[src/rtl/sr_pkg.sv]
// sr_pkg: shared SR flag encodings, flag vector types and next-state helper
package sr_pkg;
    localparam int MAX_FLAGS = 32;
    typedef logic [MAX_FLAGS-1:0] flag_word_t;
    typedef enum logic [1:0] {
        SR_HOLD = 2'b00,
        SR_CLR  = 2'b01,
        SR_SET  = 2'b10,
        SR_BAD  = 2'b11
    } sr_cmd_t;
    // next value of one SR bit; the forbidden combination holds like 00
    function automatic logic sr_next(input logic cur, input logic s, input logic r);
        sr_cmd_t cmd;
        cmd = sr_cmd_t'({s, r});
        return cmd == SR_SET ? 1'b1 : cmd == SR_CLR ? 1'b0 : cur;
    endfunction
endpackage

[src/rtl/rr_arbiter.sv]
// rr_arbiter: round-robin one-hot winner search starting at a rotating pointer
module rr_arbiter #(
    parameter int N = 4
) (
    input  logic         clk,
    input  logic         rst_n,
    input  logic [N-1:0] elig,
    output logic [N-1:0] win,
    output logic         valid
);
    localparam int PW = N > 1 ? $clog2(N) : 1;
    logic [PW-1:0] ptr;
    logic [PW-1:0] widx;
    logic [PW-1:0] j;
    // first eligible index at or after ptr, wrapping
    always_comb begin
        win   = '0;
        widx  = ptr;
        valid = 1'b0;
        j     = '0;
        for (int i = 0; i < N; i++) begin
            j = PW'((int'(ptr) + i) % N);
            if (!valid && elig[j]) begin
                win[j] = 1'b1;
                widx   = j;
                valid  = 1'b1;
            end
        end
    end
    // pointer moves just past the winner, holds when nobody is eligible
    always_ff @(posedge clk or negedge rst_n) begin
        if (!rst_n)
            ptr <= '0;
        else if (valid)
            ptr <= (widx == PW'(N - 1)) ? '0 : widx + 1'b1;
    end
endmodule

[src/rtl/sr_flag_arbiter.sv]
// sr_flag_arbiter: round-robin arbitrated SR flag bank with forbidden-combination trapping
module sr_flag_arbiter
    import sr_pkg::*;
#(
    parameter int N_REQ = 4,
    parameter int FLAGS = 8
) (
    input  logic                   clk,
    input  logic                   rst_n,
    input  logic [N_REQ-1:0]       req,
    input  logic [N_REQ*FLAGS-1:0] set_mask,
    input  logic [N_REQ*FLAGS-1:0] clr_mask,
    input  logic                   err_clr,
    output logic [N_REQ-1:0]       gnt,
    output logic [FLAGS-1:0]       flags,
    output logic [FLAGS-1:0]       err_bits,
    output logic [N_REQ-1:0]       err_src,
    output logic                   busy
);
    logic [N_REQ-1:0] win;
    logic             valid;
    logic [FLAGS-1:0] s;
    logic [FLAGS-1:0] r;
    logic [FLAGS-1:0] bad;
    logic [FLAGS-1:0] flags_next;

    // a requester being granted this cycle is masked so a held req cannot apply twice
    rr_arbiter #(.N(N_REQ)) u_arb (
        .clk   (clk),
        .rst_n (rst_n),
        .elig  (req & ~gnt),
        .win   (win),
        .valid (valid)
    );

    // select the winner's masks (zero when idle) and evaluate each SR bit
    always_comb begin
        s          = '0;
        r          = '0;
        bad        = '0;
        flags_next = flags;
        for (int i = 0; i < N_REQ; i++) begin
            s = s | (win[i] ? set_mask[i*FLAGS +: FLAGS] : '0);
            r = r | (win[i] ? clr_mask[i*FLAGS +: FLAGS] : '0);
        end
        for (int k = 0; k < FLAGS; k++) begin
            bad[k]        = sr_cmd_t'({s[k], r[k]}) == SR_BAD;
            flags_next[k] = sr_next(flags[k], s[k], r[k]);
        end
    end

    // grant pulse, bank write and sticky error capture; new errors win over err_clr
    always_ff @(posedge clk or negedge rst_n) begin
        if (!rst_n) begin
            gnt      <= '0;
            busy     <= 1'b0;
            flags    <= '0;
            err_bits <= '0;
            err_src  <= '0;
        end else begin
            gnt      <= win;
            busy     <= valid;
            flags    <= flags_next;
            err_bits <= (err_clr ? '0 : err_bits) | bad;
            err_src  <= (err_clr ? '0 : err_src) | (|bad ? win : '0);
        end
    end
endmodule

[config.mk]
export PLATFORM = sky130hd
export DESIGN_NAME = sr_flag_arbiter
export DESIGN_NICKNAME = d
export VERILOG_FILES = /design/src/rtl/sr_pkg.sv /design/src/rtl/rr_arbiter.sv /design/src/rtl/sr_flag_arbiter.sv
export SDC_FILE = /design/constraint.sdc
export NUM_CORES = 1
export LEC_CHECK = 0
export ABC_AREA = 0
export CAP_MARGIN = 0
export CORE_ASPECT_RATIO = 2
export CORE_MARGIN = 2
export CORE_UTILIZATION = 35
export CTS_CLUSTER_DIAMETER = 30
export DETAILED_ROUTE_END_ITERATION = 8
export PLACE_DENSITY = 0.69
export SLEW_MARGIN = 20
export SYNTH_ARGS = -nofsm -noshare
export SYNTH_HDL_FRONTEND = slang
export SYNTH_SLANG_ARGS = --single-unit
[constraint.sdc]
create_clock -name clk -period 8.9 [get_ports clk]
set_clock_uncertainty 0.2 [all_clocks]
set_input_delay 1.335 -clock clk [delete_from_list [all_inputs] [get_ports clk]]
set_output_delay 1.335 -clock clk [all_outputs]
set_load 0.02 [all_outputs]
---- Word level (Yosys, flattened, before mapping) ----
Index checks and enable logic that the tools add are counted.
word-level totals
  logic and storage cells ................. 137
  bits in registers ....................... 27
  output and inout port bits .............. 25
  bits of input ports ..................... 71
cells by class
  equal/unequal tests ..................... 25
  add/subtract/negate cells ............... 4
  muxes and demuxes ....................... 55
  magnitude comparators ................... 8
  reductions and logical operators ........ 19
  bitwise logic cells ..................... 13
operators by type and width
  operator                                                                count
  8-bit two-way mux                                                       9
  8-bit OR                                                                7
  2-bit == test (second input constant)                                   17
  1-bit two-way mux                                                       28
  4-bit two-way mux                                                       6
  2-bit by 1-bit == test with 1-bit output (second input constant)        8
  4-bit OR                                                                4
  2-bit nonzero test                                                      8
  2-bit by 3-bit < comparator with 1-bit output (second input constant)   4
  1-bit binary-select mux with 2-bit select                               4
  1-bit demux with 2-bit select                                           4
  2-bit by 1-bit >= comparator with 1-bit output (second input constant)  4
  2-bit two-way mux                                                       4
  8-bit OR reduction                                                      1
  1-bit logical AND                                                       7
  2-bit by 1-bit adder with 2-bit output (second input constant)          2
  2-bit adder (second input constant)                                     2
  4-bit AND                                                               1
  4-bit inverter                                                          1
  1-bit zero test                                                         3

---- Logic depth before layout (Yosys ltp) ----
Gate-level depths: netlist (run 1).
  depth after elaboration ................. 22
  gate-level depth with buffers ........... 15
  mapped depth without buffers ............ 12

---- Hierarchy ----
Synthesis (run 1) repeated with hierarchy kept, for this count alone.
second synthesis, totals
  cells, all modules ...................... 189
  area total of the unflattened synthesis .. 2042.0 µm²
by module, submodules not included
  module           cells each  times used  seq. area each (µm²)  area each (µm²)
  sr_flag_arbiter  134         1           625.6                 1476.4
  rr_arbiter       55          1           50.0                  565.5

---- Worst setup path before layout (run 1) ----
No wires, ideal clock.
  path type ............................... input to register
  start ................................... input port req[1]
  end ..................................... register err_src[0]
  buffers on the path ..................... 1
  stages on the path ...................... 11
  library setup time ...................... 127 ps
  data arrival time ....................... 4020 ps
  data required time ...................... 8573 ps
  path slack .............................. 4553 ps
  cell sequence ........................... nor2b_1 > mux4_2 > and2_1 > a2111o_1 > buf_2 > o21ai_0 > o2111ai_1 > ha_1 > or4_1 > nor2_1 > o2bb2ai_1
on the way
  longest elaborated chain between the ends .. 21
  elaborated cells between the ends (all ways) .. 50
  those cells by class .................... eq/ne: 8; mux: 24; bitwise: 11; reduce/logical: 7
RTL lines
  item                                              line                                          text
  start, declared                                   sr_flag_arbiter.sv:10                         input logic [N_REQ-1:0] req,
  4-bit AND (*)                                     sr_flag_arbiter.sv:31                         .elig (req & ~gnt),
  1-bit binary-select mux with 2-bit select         rr_arbiter.sv:23                              if (!valid && elig[j]) begin
  1-bit two-way mux (implied by the code)           rr_arbiter.sv:23
  1-bit two-way mux                                 rr_arbiter.sv:23
  1-bit zero test                                   rr_arbiter.sv:23
  1-bit logical AND                                 rr_arbiter.sv:23
  1-bit two-way mux                                 rr_arbiter.sv:23
  1-bit zero test                                   rr_arbiter.sv:23
  [... 3 more ...]                                  n/a
  1-bit logical AND                                 rr_arbiter.sv:23
  4-bit two-way mux (*)                             rr_arbiter.sv:23
  8-bit two-way mux, on equally long branches       sr_flag_arbiter.sv:44, sr_flag_arbiter.sv:43
  8-bit OR, on equally long branches (3 in series)  sr_flag_arbiter.sv:44, sr_flag_arbiter.sv:43
  2-bit == test                                     sr_flag_arbiter.sv:47                         bad[k] = sr_cmd_t'({s[k], r[k]}) == SR_BAD;
  8-bit OR reduction                                sr_flag_arbiter.sv:65                         err_src <= (err_clr ? '0 : err_src) | (|bad ? win : '0);
  4-bit two-way mux (*)                             sr_flag_arbiter.sv:65
  4-bit OR (*)                                      sr_flag_arbiter.sv:65
  end signal, assigned                              sr_flag_arbiter.sv:65
  end, declared                                     sr_flag_arbiter.sv:17                         output logic [N_REQ-1:0] err_src,
Mark *: on every way between the ends. The rest lies on a longest branch, timed or not. The select of a mux whose other input is x is not followed.
A chain may end at the register's enable or synchronous reset.

---- Worst setup path after layout (run 1) ----
  start ................................... input port req[0]
  end ..................................... register err_src[0]
The elaborated chain is that of the path after synthesis.

==> results of run 1 <==
-- power groups by stage --
stage                     Combinational, W  Clock, W  Sequential (W)
after floorplan                   0.000716         0        0.000259
after global placement             0.00100         0        0.000234
after detailed placement           0.00103         0        0.000234
after CTS                          0.00104  0.000104        0.000232
after global routing               0.00116  0.000110        0.000239
final                              0.00104  0.000104        0.000232
-- final timing paths --
path / from / endpoint / slack, ns / cells after the start
setup / recovery: req[0] / err_src[0] / 3.83 / 11
hold / removal: err_bits[6] / err_bits[6] / 0.28 / 1
setup reg to reg: u_arb.ptr[0] / err_src[0] / 3.88 / 12
hold reg to reg: err_bits[6] / err_bits[6] / 0.28 / 1
max in group asynchronous: rst_n / err_bits[6] / 7.00 / 2
min in group asynchronous: rst_n / busy / 1.24 / 2
-- state kept, by name (all words and copies together) (netlist names) --
register   cells
err_bits       8
flags          8
err_src        4
gnt            4
u_arb.ptr      2
busy           1
-- logic make-up after synthesis --
kind of cell	Yosys count	synth area share, %
buffers and inverters	38	7.02
AOI/OAI and AO/OA	111	34.5
DFF	27	27.9
and+or+nand+nor	58	13.7
adders and majority gates	23	11.9
muxes	10	5.06
-- through the flow --
stage	worst slack (ns)	util, %	total power (W)	cell area, µm²
floorplan	4.55	-	0.000975	2420
global placement	3.72	50.4	0.00124	3440
detailed placement	3.54	50.4	0.00127	3440
finish	3.83	51.6	0.00138	3520
global route	3.46	51.6	0.00150	3520
CTS	3.82	51.6	0.00137	3520
-- per-layer routing --
| metal | up-vias | global-route usage [%] |
|---|---|---|
| met1 | 1239 | 26.2 |
| met4 | 0 | 5.56 |
| li1 | 1218 | - |
| met2 | 153 | 34.1 |
| met5 | - | 0 |
| met3 | 12 | 3.51 |
-- cell type report --
type / instances / area [µm²]
Multi-Input combinational cell: 202 / 1580
Timing Repair Buffer: 99 / 981
Fill cell: 643 / 3310
Tap cell: 90 / 113
Inverter: 25 / 96.3
Sequential cell: 27 / 676
Clock buffer: 4 / 78.8
-- synthesized netlist by cell type (2+ instances only) --
| library cell | count | area, µm² |
|---|---|---|
| nor2b_1 | 4 | 25.0 |
| o2bb2ai_1 | 4 | 35.0 |
| dfrtp_1 | 27 | 676 |
| clkbuf_1 | 3 | 11.3 |
| o21ai_2 | 2 | 17.5 |
| o21ai_0 | 28 | 140 |
| and2_1 | 2 | 12.5 |
| o21ai_1 | 4 | 20.0 |
| o211a_1 | 2 | 20.0 |
| o221ai_1 | 2 | 17.5 |
| nor3b_1 | 5 | 37.5 |
| o31ai_1 | 16 | 120 |
| and3b_1 | 5 | 43.8 |
| mux2_2 | 8 | 90.1 |
| nor2_1 | 8 | 30.0 |
| inv_1 | 24 | 90.1 |
| a21oi_1 | 4 | 20.0 |
| nand2_1 | 9 | 33.8 |
| a2111o_1 | 2 | 22.5 |
| nand3_1 | 6 | 30.0 |
| a31oi_1 | 2 | 12.5 |
| ha_1 | 23 | 288 |
| o2111ai_1 | 19 | 166 |
| buf_6 | 2 | 22.5 |
| nand3b_1 | 2 | 15.0 |
| nor3_1 | 9 | 45.0 |
| or4_1 | 2 | 15.0 |
| o2111a_1 | 10 | 113 |
| buf_2 | 8 | 40.0 |
| nand2b_1 | 4 | 25.0 |
| a21o_1 | 9 | 67.6 |
-- worst max-delay path: stages --
cell             delay, ns
clkdlybuf4s50_1       0.51
nor2b_1               0.38
nor3_1                0.17
o211ai_1              0.23
nand3_1               0.56
o31ai_1               0.49
o2111ai_1             0.27
ha_1                  0.30
or4_1                 0.42
nor2_1                0.22
o2bb2ai_1             0.10
==> impl_metrics.yaml, run 1 <==
flow_run:
  cap_violations: 0
timing:
  hold_slack_ns: 0.283
  finalHoldViolCount: 0
  fin_tns_setup_ns: 0
  relSlewSlack_pct: 39.8
  slew_violations: 0
  setup_violations: 0
  period_needed_ns: 5.07
  grt_setup_unrepaired: "no"
  worstMarginPinSlew_ns: 0.903
  max_freq_ghz: 0.197
  post-route-period-util_pct: 57.0
clocking:
  cts-root-buf: "clkbuf_16"
  post-cts-setup-buffers: 0
  insertion_delay_ns: 0.26
  clockBufferDepth: 2
  clk_pin_slew_ns: 0.07
  clock_sinks: 27
  ctsHtreeMaxLevel: 1
  cts_buffers: 3
  cts_resized: 0
  cts_hold_buf: 0
  cts_tree: "yes"
routing:
  wire_per_inst_um: 17.5
  wl_met1_um: 3210
  route.met2.wl_um: 3830
  via_count: 2622
  drt_wl_total_um: 7820
  drc: 0
  antenna_left: 0
  first_pass_iters: 4
  wl_met3_um: 690
  drt_iter0_markers: 154
  topRoutingLayerUsed: "met4"
  viasPerCell: 5.87
logic_synthesis:
  syn-num-nets: 361
  async_reset_ff_share_pct: 100
  syn_inst: 267
  synth_edf_count: 0
  synth_flop_cell: "dfrtp_1"
  ys_ff_latch: 27
  synth_warnings: 0
  syn_avg_cell_area_um2: 9.08
  yosysSeqAreaShare_pct: 27.9
  synth_area_um2: 2420
  yosys.cell_types.count: 43
critical_path:
  start_kind: "primary input"
  cp.arrival_ns: 5.01
  path_max_fanout: 17
  crit_path_end_kind: "flop"
  cp.required_ns: 8.83
  criticalPathCategory: "primary input to flop"
layout:
  antennaDiodeCount: 0
  drive_gt1_share_pct: 6.16
  final_nets: 452
  final_common_cell: "clkdlybuf4s50_1"
  mostFrequentLayoutCells: "clkdlybuf4s50_1, o21ai_0, dfrtp_1"
  stdcell_count: 447
  synthToLayoutAreaGrowth_pct: 45.3
power:
  p_clk_share_pct: 7.5
  p_int_w: 0.000719
  power.static_leakage_nw: 1.61
  p_sw_w: 0.000656
  power_density_nw_per_um2: 390
  seqPwrFrac_pct: 16.9
  p_sw_share_pct: 47.7
  peakVddDrop_v: 0.000174
  p_comb_share_pct: 75.6
floorplan:
  initial_utilization_pct: 35.5
  fp.dieW_um: 62.9
  die_h_um: 122
  ios: 96
  dieArea_um2: 7650
  core-area_um2: 6830
  fp-row-count: 43
placement:
  port-buffer-count: 95
  dp_hpwl_um: 5970
  dp_cells: 443
  gp_congestion: 0.841
global_route:
  grt_pass1_vias: 2552
  grt_start_max_net_pins: 28
  grt_pass1_wl_um: 12400
  grt_usage_pct: 20.1
  overflow: 0
  antenna_found_initial: 0
run_status:
  outcome: "completed"
min_path:
  min_path_type: "flop to flop"
Note: power is estimated with default switching activity, not from simulation.
==> run 2, diff against run 1 <==
==> constraint.sdc (replaced) <==
create_clock -name clk -period 4.8 [get_ports clk]
set_clock_uncertainty 0.2 [all_clocks]
set_input_delay 0.72 -clock clk [delete_from_list [all_inputs] [get_ports clk]]
set_output_delay 0.72 -clock clk [all_outputs]
set_load 0.02 [all_outputs]
==> run 2 against run 1 <==
Net effect:
- final area is 0.67% higher
- flip-flop and latch count stayed put
- clock power is 87% higher
==> impl_metrics.yaml, run 2 (synthesis results as in run 1) <==
floorplan:
  fp.dieW_um: 62.9
  die_h_um: 122
  dieArea_um2: 7650
  core-area_um2: 6830
  initial_utilization_pct: 35.5
  fp-row-count: 43
  ios: 96
routing:
  drc: 0
  via_count: 2628
  wire_per_inst_um: 17.4
  first_pass_iters: 5
  antenna_left: 0
  drt_iter0_markers: 257
  drt_wl_total_um: 7820
  viasPerCell: 5.84
power:
  seqPwrFrac_pct: 15.3
  p_total_w: 0.00257
  p_clk_share_pct: 7.5
  p_sw_w: 0.00122
  power_density_nw_per_um2: 726
  p_sw_share_pct: 47.5
  power.static_leakage_nw: 1.63
  peakVddDrop_v: 0.000348
  p_int_w: 0.00135
  p_comb_share_pct: 77.2
timing:
  setup_violations: 0
  hold_slack_ns: 0.287
  worst_slack_ns: 0.365
  finalHoldViolCount: 0
  relSlewSlack_pct: 36.7
  fin_tns_setup_ns: 0
  period_needed_ns: 4.43
  worstMarginPinSlew_ns: 0.950
  post-route-period-util_pct: 92.4
  slew_violations: 0
  max_freq_ghz: 0.225
  grt_setup_unrepaired: "no"
clocking:
  insertion_delay_ns: 0.26
  post-cts-setup-buffers: 0
  cts_resized: 0
  ctsHtreeMaxLevel: 1
  clockBufferDepth: 2
  cts_tree: "yes"
  cts_buffers: 3
  cts_hold_buf: 0
  cts-root-buf: "clkbuf_16"
  clock_sinks: 27
  clk_pin_slew_ns: 0.07
critical_path:
  crit_path_end_kind: "flop"
  cp_slowest_cell: "a2111o_1"
  worst-path-buf-inv: 1
  path_delay_family: "compound AO/OA/AOI/OAI gates"
  cp.required_ns: 4.74
  start_kind: "primary input"
  crit_path_max_incr_delay_ns: 0.63
  path_max_fanout: 17
  criticalPathCategory: "primary input to flop"
  cp.arrival_ns: 4.37
  path_cells: "clkdlybuf4s50_1, nor2b_1, mux4_2, and2_0, a2111o_1, o21ai_0, o2111ai_1, ha_1, or4_1, nor2_1, o2bb2ai_1"
global_route:
  grt_usage_pct: 20.5
  overflow: 0
  antenna_found_initial: 0
  grt_pass1_wl_um: 12700
  grt_pass1_vias: 2629
  grt_start_max_net_pins: 28
placement:
  dp_hpwl_um: 5870
  dp_slack_ns: 0.135
  gp_congestion: 0.858
  port-buffer-count: 95
layout:
  utilization_pct: 51.9
  antennaDiodeCount: 0
  mostFrequentLayoutCells: "clkdlybuf4s50_1, o21ai_0, dfrtp_1"
  synthToLayoutAreaGrowth_pct: 46.3
  final_nets: 455
  final_common_cell: "clkdlybuf4s50_1"
  top_regs: "err_bits x8, flags x8"
  drive_gt1_share_pct: 7.22
run_status:
  outcome: "completed"
flow_run:
  cap_violations: 0
min_path:
  min_path_type: "flop to flop"
-- run 2: changes by cell type in the layout (fill, tap and decap cells not counted) --
cell      before  now
clkbuf_1       1    0
clkinv_2       0    1
buf_4          4    7
-- run 2: layer usage --
layer | GRT usage, % | wire length, µm
met4 | 5.69 | 104
met5 | 0 | 0
met2 | 33.9 | 3690
met3 | 3.79 | 694
met1 | 27.4 | 3330
-- run 2: worst paths after layout --
check | start | to | slack [ns] | cells past startpoint
min in group asynchronous | rst_n | busy | 0.63 | 2
hold / removal | err_bits[7] | err_bits[7] | 0.29 | 1
setup / recovery | req[1] | err_src[1] | 0.37 | 11
max in group asynchronous | rst_n | flags[2] | 3.51 | 2
hold reg to reg | err_bits[7] | err_bits[7] | 0.29 | 1
setup reg to reg | u_arb.ptr[0] | err_src[1] | 0.39 | 12
-- run 2: worst reg2reg max path, stage by stage (launching register included) --
cell and delay [ns]:
dfrtp_1 0.38, inv_1 0.23, ha_1 0.38, and3b_1 0.25, o221ai_1 0.28, mux2i_1 0.22, a2111o_1 0.70, o21ai_0 0.35
o2111ai_1 0.17, ha_1 0.26, or4_1 0.49, nor2_1 0.25, o2bb2ai_1 0.11
-- run 2: area by class of cell --
cell class	count	area (µm²)
Inverter	25	96.3
Clock inverter	1	5.00
Clock buffer	3	75.1
Fill cell	637	3290
Tap cell	90	113
Multi-Input combinational cell	202	1580
Timing Repair Buffer	102	1000
Sequential cell	27	676
-- run 2: per-stage QoR --
stage                     instances  area (µm²)
final                           450        3550
after global routing            450        3550
after CTS                       450        3550
after detailed placement        446        3470
after global placement          446        3470
after floorplan                 267        2420
-- run 2: power by group through the flow --
stage | combinational [W] | sequential (W) | clock [W]
6_report | 0.00199 | 0.000393 | 0.000194
5_1_grt | 0.00220 | 0.000403 | 0.000206
4_1_cts | 0.00198 | 0.000394 | 0.000195
3_5_place_dp | 0.00196 | 0.000397 | 0
3_3_place_gp | 0.00191 | 0.000395 | 0
2_1_floorplan | 0.00133 | 0.000480 | 0
==> run 3, diff against run 2 <==
--- a/config.mk
+++ b/config.mk
@@ -6,9 +6,8 @@
 export NUM_CORES = 1
 export LEC_CHECK = 0
 export ABC_AREA = 0
-export CAP_MARGIN = 0
+export CAP_MARGIN = 10
 export CORE_ASPECT_RATIO = 2
-export CORE_MARGIN = 2
 export CORE_UTILIZATION = 35
 export CTS_CLUSTER_DIAMETER = 30
 export DETAILED_ROUTE_END_ITERATION = 8
==> run 3 against run 2 <==
Net effect:
- final cell count unchanged
- sequential power about the same
- via count increased by 0.38%
- critical endpoint is now err_src[2]
- non-clock buffer count increased by 2
- global-route usage increased by 4.7 points
- worst setup slack got worse by 0.020 ns
- flip-flop and latch count unchanged
- critical path type unchanged
==> impl_metrics.yaml, run 3 (synthesis results as in run 1) <==
clocking:
  clockBufferDepth: 2
  clock_sinks: 27
  cts-root-buf: "clkbuf_16"
  post-cts-setup-buffers: 0
  cts_hold_buf: 0
  insertion_delay_ns: 0.27
  cts_buffers: 3
  clk_pin_slew_ns: 0.07
  cts_resized: 0
  cts_tree: "yes"
  ctsHtreeMaxLevel: 1
layout:
  final_nets: 457
  fillers: 645
  antennaDiodeCount: 0
  final_common_cell: "clkdlybuf4s50_1"
  top_regs: "err_bits x8, flags x8"
  mostFrequentLayoutCells: "clkdlybuf4s50_1, o21ai_0, dfrtp_1"
  synthToLayoutAreaGrowth_pct: 46.9
  drive_gt1_share_pct: 7.73
min_path:
  whs_path_depth: 1
  min_delay_worst_endpoint: "err_bits[6]"
  holdCritStartpoint: "err_bits[6]"
  min_path_type: "flop to flop"
timing:
  setup_violations: 0
  worstMarginPinSlew_ns: 0.905
  max_freq_ghz: 0.224
  fin_tns_setup_ns: 0
  period_needed_ns: 4.45
  relSlewSlack_pct: 39.6
  worst_slack_ns: 0.345
  finalHoldViolCount: 0
  slew_violations: 0
  grt_setup_unrepaired: "no"
  post-route-period-util_pct: 92.8
placement:
  dp_hpwl_um: 6950
  port-buffer-count: 95
  dp_slack_ns: 0.124
  gp_congestion: 0.947
critical_path:
  reg2reg_slack_ns: 0.44
  start_kind: "primary input"
  ff2ff_path_depth: 12
  path_max_fanout: 17
  reg2reg_to: "err_src[2]"
  crit_path_end_kind: "flop"
  cp.required_ns: 4.75
  reg2reg_from: "u_arb.ptr[1]"
  cp.arrival_ns: 4.40
  criticalPathCategory: "primary input to flop"
floorplan:
  core-area_um2: 6670
  ios: 96
  dieArea_um2: 7280
  fp.dieW_um: 60.9
  fp-row-count: 42
  die_h_um: 120
  initial_utilization_pct: 36.3
power:
  seqPwrFrac_pct: 14.8
  power.static_leakage_nw: 1.63
  p_sw_w: 0.00128
  p_int_w: 0.00138
  p_comb_share_pct: 77.6
  p_total_w: 0.00266
  p_clk_share_pct: 7.6
  p_sw_share_pct: 48.2
  peakVddDrop_v: 0.000382
  power_density_nw_per_um2: 747
routing:
  drc: 0
  first_pass_iters: 4
  wire_per_inst_um: 19.5
  drt_iter0_markers: 160
  antenna_left: 0
  drt_wl_total_um: 8800
  via_count: 2638
  viasPerCell: 5.86
global_route:
  grt_pass1_wl_um: 13400
  grt_pass1_vias: 2729
  antenna_found_initial: 0
  grt_start_max_net_pins: 28
  overflow: 0
  grt_usage_pct: 25.3
run_status:
  outcome: "completed"
flow_run:
  cap_violations: 0
-- run 3: critical path, cell delays in order --
cell	delay, ns
clkdlybuf4s50_1	0.48
nor2b_1	0.20
mux4_2	0.52
and2_0	0.18
a2111o_1	0.60
o21ai_0	0.30
o2111ai_1	0.19
ha_1	0.28
or4_1	0.52
nor2_1	0.28
o2bb2ai_1	0.12
-- run 3: per-stage QoR --
step | cells | cell area (µm²) | hold WS, ns | util, %
global route | 450 | 3560 | 0.313 | 53.4
CTS | 450 | 3560 | 0.289 | 53.4
global placement | 446 | 3480 | 0.274 | 52.1
finish | 450 | 3560 | 0.286 | 53.4
floorplan | 267 | 2420 | 0.224 | -
detailed placement | 446 | 3480 | 0.272 | 52.1
-- run 3: power by group through the flow --
stage | sequential [W] | clock [W] | combinational [W]
3_5_place_dp | 0.000398 | 0 | 0.00203
5_1_grt | 0.000403 | 0.000212 | 0.00225
6_report | 0.000394 | 0.000201 | 0.00206
4_1_cts | 0.000395 | 0.000205 | 0.00205
2_1_floorplan | 0.000480 | 0 | 0.00133
3_3_place_gp | 0.000399 | 0 | 0.00200
-- run 3: worst max-delay path by stage --
stage,from,to,slack (ns),cells past startpoint
finish,req[2],err_src[2],0.35,11
global route,req[0],err_src[1],0.22,11
CTS,req[1],err_src[2],0.37,11
detailed placement,req[1],err_src[0],0.12,11
global placement,req[1],err_src[0],0.19,11
floorplan,u_arb.ptr[0],err_src[0],0.94,13
-- run 3: routing by layer --
metal	wire, µm	vias up	track usage [%]
li1	-	1227	-
met1	2840	1274	24.5
met2	5140	108	47.2
met3	371	29	2.80
met4	444	0	15.3
met5	0	-	0
-- run 3: area by class of cell --
| class | instances | area (µm²) | share of cell area, % |
|---|---|---|---|
| well taps | 88 | 110 | 3.09 |
| clock inverters | 1 | 7.51 | 0.211 |
| clock buffers | 3 | 75.1 | 2.11 |
| repair buffers | 104 | 1020 | 28.6 |
| flip-flops and latches | 27 | 676 | 19.0 |
| inverters | 25 | 96.3 | 2.70 |
| multi-input cells | 202 | 1580 | 44.3 |
